[config.mk]
export PLATFORM = sky130hd
export DESIGN_NAME = rr_arb
export DESIGN_NICKNAME = d
export VERILOG_FILES = /design/src/rtl/arb_pkg.sv /design/src/rtl/rr_pick.sv /design/src/rtl/rr_arb.sv
export SDC_FILE = /design/constraint.sdc
export NUM_CORES = 1
export LEC_CHECK = 0
export CAP_MARGIN = 20
export CORE_AREA = 2 2 39 41
export DETAILED_ROUTE_END_ITERATION = 10
export DIE_AREA = 0 0 41 43
export HOLD_SLACK_MARGIN = 0.02
export PLACE_DENSITY = 0.72
export SLEW_MARGIN = 20
export SYNTH_ARGS = -nofsm -noshare
export SYNTH_HDL_FRONTEND = slang
export SYNTH_HIERARCHICAL = 1
export SYNTH_SLANG_ARGS = --single-unit
[constraint.sdc]
create_clock -name clock -period 1.75 [get_ports clock]
set_input_delay 0.2625 -clock clock [delete_from_list [all_inputs] [get_ports clock]]
set_output_delay 0.2625 -clock clock [all_outputs]
set_load 0.1 [all_outputs]
[src/rtl/arb_pkg.sv]
// Shared arbiter definitions: default requester count and a one-hot to
// binary index helper reused by the arbiter family.
package arb_pkg;

    localparam int ARB_N_DEFAULT = 4;

    // Widest request vector onehot2idx accepts; narrower vectors are zero-extended.
    localparam int ARB_MAX_N = 64;

    function automatic int onehot2idx(input logic [ARB_MAX_N-1:0] oh);
        int idx;
        idx = 0;
        for (int i = 0; i < ARB_MAX_N; i++) begin
            if (oh[i]) begin
                idx = idx | i;
            end
        end
        return idx;
    endfunction

endpackage

[src/rtl/rr_pick.sv]
// Combinational rotating-priority winner search: descending from prio with
// wrap to N-1, done as a masked search (indices <= prio) falling back to the full vector.
module rr_pick
    import arb_pkg::*;
#(
    parameter int N = ARB_N_DEFAULT,
    localparam int IDX_W = $clog2(N)
) (
    input  logic [N-1:0]     req_i,
    input  logic [IDX_W-1:0] prio_i,
    output logic [N-1:0]     win_oh_o,
    output logic [IDX_W-1:0] win_idx_o,
    output logic             any_o
);

    logic [N-1:0] mask;
    logic [N-1:0] masked;
    logic [N-1:0] cand;
    logic         found;

    always_comb begin
        mask = '0;
        for (int i = 0; i < N; i++) begin
            mask[i] = (i <= int'(prio_i));
        end
    end

    assign masked = req_i & mask;
    // Nothing at or below prio means the winner lies above it; the top of the full vector is then next in line.
    assign cand   = (|masked) ? masked : req_i;
    assign any_o  = |req_i;

    always_comb begin
        win_oh_o = '0;
        found    = 1'b0;
        for (int i = N - 1; i >= 0; i--) begin
            if (cand[i] && !found) begin
                win_oh_o[i] = 1'b1;
                found       = 1'b1;
            end
        end
    end

    assign win_idx_o = IDX_W'(onehot2idx(ARB_MAX_N'(win_oh_o)));

endmodule

[src/rtl/rr_arb.sv]
// N-requester round-robin arbiter with registered one-hot grant and index.
// Define RR_ARB_LOCK_EN to add the lock input that lets a grantee hold its grant.
module rr_arb
    import arb_pkg::*;
#(
    parameter int N = ARB_N_DEFAULT,
    localparam int IDX_W = $clog2(N)
) (
    input  logic             clock,
    input  logic             reset_n,
    input  logic [N-1:0]     req,
    input  logic             en,
`ifdef RR_ARB_LOCK_EN
    input  logic             lock,
`endif
    output logic [N-1:0]     gnt,
    output logic [IDX_W-1:0] gnt_idx,
    output logic             req_up
);

    localparam logic [IDX_W-1:0] PRIO_TOP = IDX_W'(N - 1);

    logic [N-1:0]     gnt_q,     gnt_d;
    logic [IDX_W-1:0] gnt_idx_q, gnt_idx_d;
    logic [IDX_W-1:0] prio_q,    prio_d;

    logic [N-1:0]     win_oh;
    logic [IDX_W-1:0] win_idx;
    logic             any_req;
    logic             hold;

    rr_pick #(.N(N)) u_pick (
        .req_i     (req),
        .prio_i    (prio_q),
        .win_oh_o  (win_oh),
        .win_idx_o (win_idx),
        .any_o     (any_req)
    );

`ifdef RR_ARB_LOCK_EN
    // gnt_q is one-hot or zero, so this tests the current grantee's own request.
    assign hold = en & lock & (|(req & gnt_q));
`else
    assign hold = 1'b0;
`endif

    always_comb begin
        gnt_d     = gnt_q;
        gnt_idx_d = gnt_idx_q;
        prio_d    = prio_q;
        if (!hold) begin
            if (en && any_req) begin
                gnt_d     = win_oh;
                gnt_idx_d = win_idx;
                prio_d    = (win_idx == '0) ? PRIO_TOP : win_idx - IDX_W'(1);
            end else begin
                gnt_d     = '0;
                gnt_idx_d = '0;
            end
        end
    end

    always_ff @(posedge clock or negedge reset_n) begin
        if (!reset_n) begin
            gnt_q     <= '0;
            gnt_idx_q <= '0;
            prio_q    <= PRIO_TOP;
        end else begin
            gnt_q     <= gnt_d;
            gnt_idx_q <= gnt_idx_d;
            prio_q    <= prio_d;
        end
    end

    assign gnt     = gnt_q;
    assign gnt_idx = gnt_idx_q;
    assign req_up  = any_req;

endmodule

# == After elaboration in Yosys (flattened, before gate mapping) ==
# Index checks and enable logic that the tools add are counted.
# totals
register_bits,8
in_bits,7
out_inout_bits,7
word_cells,31
# classes
n_addsub,1
n_lt_le_gt_ge,3
n_mux,13
bitwise_logic,1
n_reduce_logical,10
# op_table
op,count
$mux W2,4
$mux W4,2
$reduce_or A4 Y1,2
$mux W1,7
$and A4 B4 Y4,1
$le A2 B2 Y1 const A,2
$logic_and A1 B1 Y1,4
$logic_not A1 Y1,3
$le A1 B2 Y1 const A,1
$logic_not A2 Y1,1
$sub A2 B1 Y2 const B,1

# == Depth between registers and ports, before layout ==
# logic_depth
ltp_word,16
ltp_mapped,7
ltp_nobuf,6

# == Modules after synthesis ==
# The synthesis kept the hierarchy.
# modules_own_cells
module,instances,cells_each,area_per_inst_um2,seq_area_each_um2
rr_arb,1,22,297.8,202.7
rr_pick,1,31,182.7,0.0

# == Worst setup path before layout ==
# Ideal clock, no wire load.
# synth_timing
path_type,input port to flip-flop
start,input req[1]
end,register prio_q[0]
arrival_time_ps,1779
t_required_ps,1668
path_slack_ps,-110
path_stages,4
path_cell_list,buf_6 or4_1 a21o_2 o31a_1
# synth_via
elab_cells_between_ends,19
cone_classes,1 x add/sub; 9 x mux; 1 x bitwise; 8 x reduce/logical
# synth_lines
element,line,text
from (decl),rr_arb.sv:11,"input logic [N-1:0] req,"
$reduce_or A4 Y1,rr_pick.sv:31,assign any_o = |req_i;
via req_up,rr_arb.sv:18,output logic req_up
$logic_and A1 B1 Y1,rr_arb.sv:52,if (en && any_req) begin
to (signal assigned),rr_arb.sv:71,prio_q <= prio_d;
to (decl),rr_arb.sv:25,"logic [IDX_W-1:0] prio_q, prio_d;"
# The timed path passes the listed nets, and every way through them passes these cells.
# A chain may end at the register's enable or synchronous reset.

# == Final worst setup path ==
# layout_timing
start,input req[1]
end,output req_up
# layout_via
elab_chain_cells,1
# layout_rtl
element,line
$reduce_or A4 Y1,rr_pick.sv:31
to (decl),rr_arb.sv:18
# No other way between the ends.

==> metrics.cfg <==
[floorplan]
io_pins = 14
core-area_um2 = 1380
initial_core_util = 0.347
dieArea_um2 = 1760
die_w_um = 41
die_h_um = 43
core.rowCount = 14

[routing]
num_vias = 474
drtIter0Drc = 8
drcViolationCount = 0
final_antenna_net_count = 0
viasPerCell = 4.99
wire_per_inst_um = 10.2
routed_wl_um = 972
first_pass_iters = 4

[sta]
period_minus_slack_ps = 1700
fin_skew_ps = 3.77
slew_headroom = 0.782
period_share = 0.972
rsz0062_at_grt = no
fmax_ghz = 0.588
hold_violations = 0
setup_viol = 0
tns_ps = 0
max_slew.worst_pin.slew_ps = 326
slew_violations = 0

[synth]
syn_nets = 61
ys_types = 24
syn_area_um2 = 480
yosys_warnings = 6
synthCells = 53
avgSynthCellArea_um2 = 9.07
seq_area_frac_synth = 0.422
ys_ff_latch = 8

[finish]
diodes = 0
fin_util = 0.521
area_delta_synth_final_pct = 50.0
finalNonFillerCells = 95
drive_gt1_frac = 0.392
nets = 88
final_cell_mix = buf_4 (17), dfrtp_1 (6), a21oi_1 (5)
mostFrequentLayoutCell = buf_4

[clock_network]
hold_buffers = 0
cts_tree = built
cts_max_level = 1
clk_pin_slew_worst_paths_ps = 50
worst_skew_pair.late_latency_ps = 240
cts.path.max_buffers = 2
cts_buffers = 3
cts_sinks = 8
ctsRootBufferMaster = clkbuf_4

[critical_path]
cp_max_fo = 4
start_kind = input pin
slowest_stage = or4_4
cp.required_ps = 1490
crit_chain = clkdlybuf4s50_1 -> or4_4 -> buf_12
critPathArrivalTime_ps = 1440
worstSetupPathType = input pin to output port
critPathCaptureType = output port
critPathMaxStageDelay_ps = 530

[run]
drv_cap = 0

[pwr]
power_density_nw_per_um2 = 1350
peakVddDrop_mv = 0.392
power_frac_comb = 0.525
p_switching_mw = 0.434
p_leak_nw = 0.369
p_int_mw = 0.537
seqPwrFrac = 0.327
p_total_mw = 0.971
p_sw_frac = 0.447
clkPwrFrac = 0.148

[grt]
antenna_found_initial = 0
track_usage = 0.144
grt_overflow = 0
first_global_vias = 419
grt_start_max_net_pins = 14
grt_pass1_wl_um = 1720

[placement]
dp_hpwl_um = 770
dp_cells = 90
port_buffers = 13
gp_congestion = 0.793

[status]
status = finished clean

[worst_hold_path]
holdCritPathClass = input pin to async pin

==> layer usage <==
| metal | GRT usage | share of wire | vias to the layer above |
|---|---|---|---|
| met5 | 0 | 0 | - |
| met4 | 0.0800 | 0.014 | 0 |
| met3 | 0.0314 | 0.063 | 2 |
| met2 | 0.219 | 0.51 | 16 |
| met1 | 0.179 | 0.42 | 219 |
| li1 | - | - | 237 |
==> kinds of logic (layout without fill, tap and decap cells) <==
family / after synthesis / after routing / synth area share
adder cells (fa/ha/maj): 1 / 1 / 0.0260
flip-flops: 8 / 8 / 0.422
AND/OR/NAND/NOR: 21 / 21 / 0.245
buffers and inverters: 6 / 32 / 0.0703
multiplexers: 1 / 1 / 0.0208
AO/OA/AOI/OAI: 16 / 16 / 0.216
==> worst max-delay path: cells and delay by family <==
family	cells	cell delay, ps
AND/OR/NAND/NOR	1	530
buffers and inverters	2	640
==> power by group through the flow <==
stage	registers [mW]	logic (mW)	clock network, mW
final	0.318	0.510	0.144
after floorplan	0.458	0.218	0
after CTS	0.317	0.511	0.150
after detailed placement	0.318	0.512	0
after global placement	0.319	0.504	0
after global routing	0.333	0.549	0.167
==> per-stage QoR <==
| stage | setup slack [ps] | hold slack, ps | instance area (um^2) |
|---|---|---|---|
| floorplan | 285 | -33.1 | 484 |
| global placement | -53.2 | 546 | 686 |
| detailed placement | -68.5 | 553 | 686 |
| CTS | 30.5 | 284 | 718 |
| global route | 11.0 | 284 | 721 |
| finish | 48.4 | 278 | 721 |
==> flip-flops by register name, indices dropped and copies added (netlist names) <==
name / cells
prio_q: 2
gnt_idx: 2
gnt: 4
==> layout make-up <==
class	instances	area, um^2
Tap cell	16	20.0
Timing Repair Buffer	24	209
Inverter	4	15.0
Multi-Input combinational cell	39	248
Sequential cell	8	203
Clock buffer	4	26.3
Fill cell	127	663
==> worst paths after layout <==
path                            from         to  slack [ps]  cells after the start
max                           req[1]     req_up          50                      3
min                          reset_n     gnt[1]         280                      1
max reg2reg                prio_q[1]  prio_q[1]         240                      6
min reg2reg                prio_q[1]  prio_q[1]         560                      2
max in group asynchronous    reset_n  prio_q[1]        1180                      1
min in group clock         prio_q[1]  prio_q[1]         560                      2
==> synth_stat cells <==
library cell	count	area, um^2
nor3_1	2	10.0
dfstp_2	2	52.6
mux2i_1	1	10.0
buf_6	1	11.3
o31a_1	1	8.76
inv_1	4	15.0
a221oi_1	1	8.76
or4_1	1	7.51
nand2_2	1	6.26
o221ai_1	1	8.76
o21ai_0	4	20.0
buf_4	1	7.51
nand2b_1	2	12.5
and2_1	1	6.26
o21a_1	1	7.51
a21oi_1	5	25.0
and3_2	4	30.0
ha_1	1	12.5
a211oi_1	1	7.51
nor2b_1	3	18.8
a21o_2	2	17.5
nand2_1	3	11.3
nor2_1	4	15.0
dfrtp_1	6	150
==> what timing repair did <==
item,4_1_cts,5_1_grt
resized for setup,1,1
pin swaps,1,1
cloned,0,0
endpoints found under the setup margin,1,1
setup buffers,1,0
(Power assumes the default switching activity.)
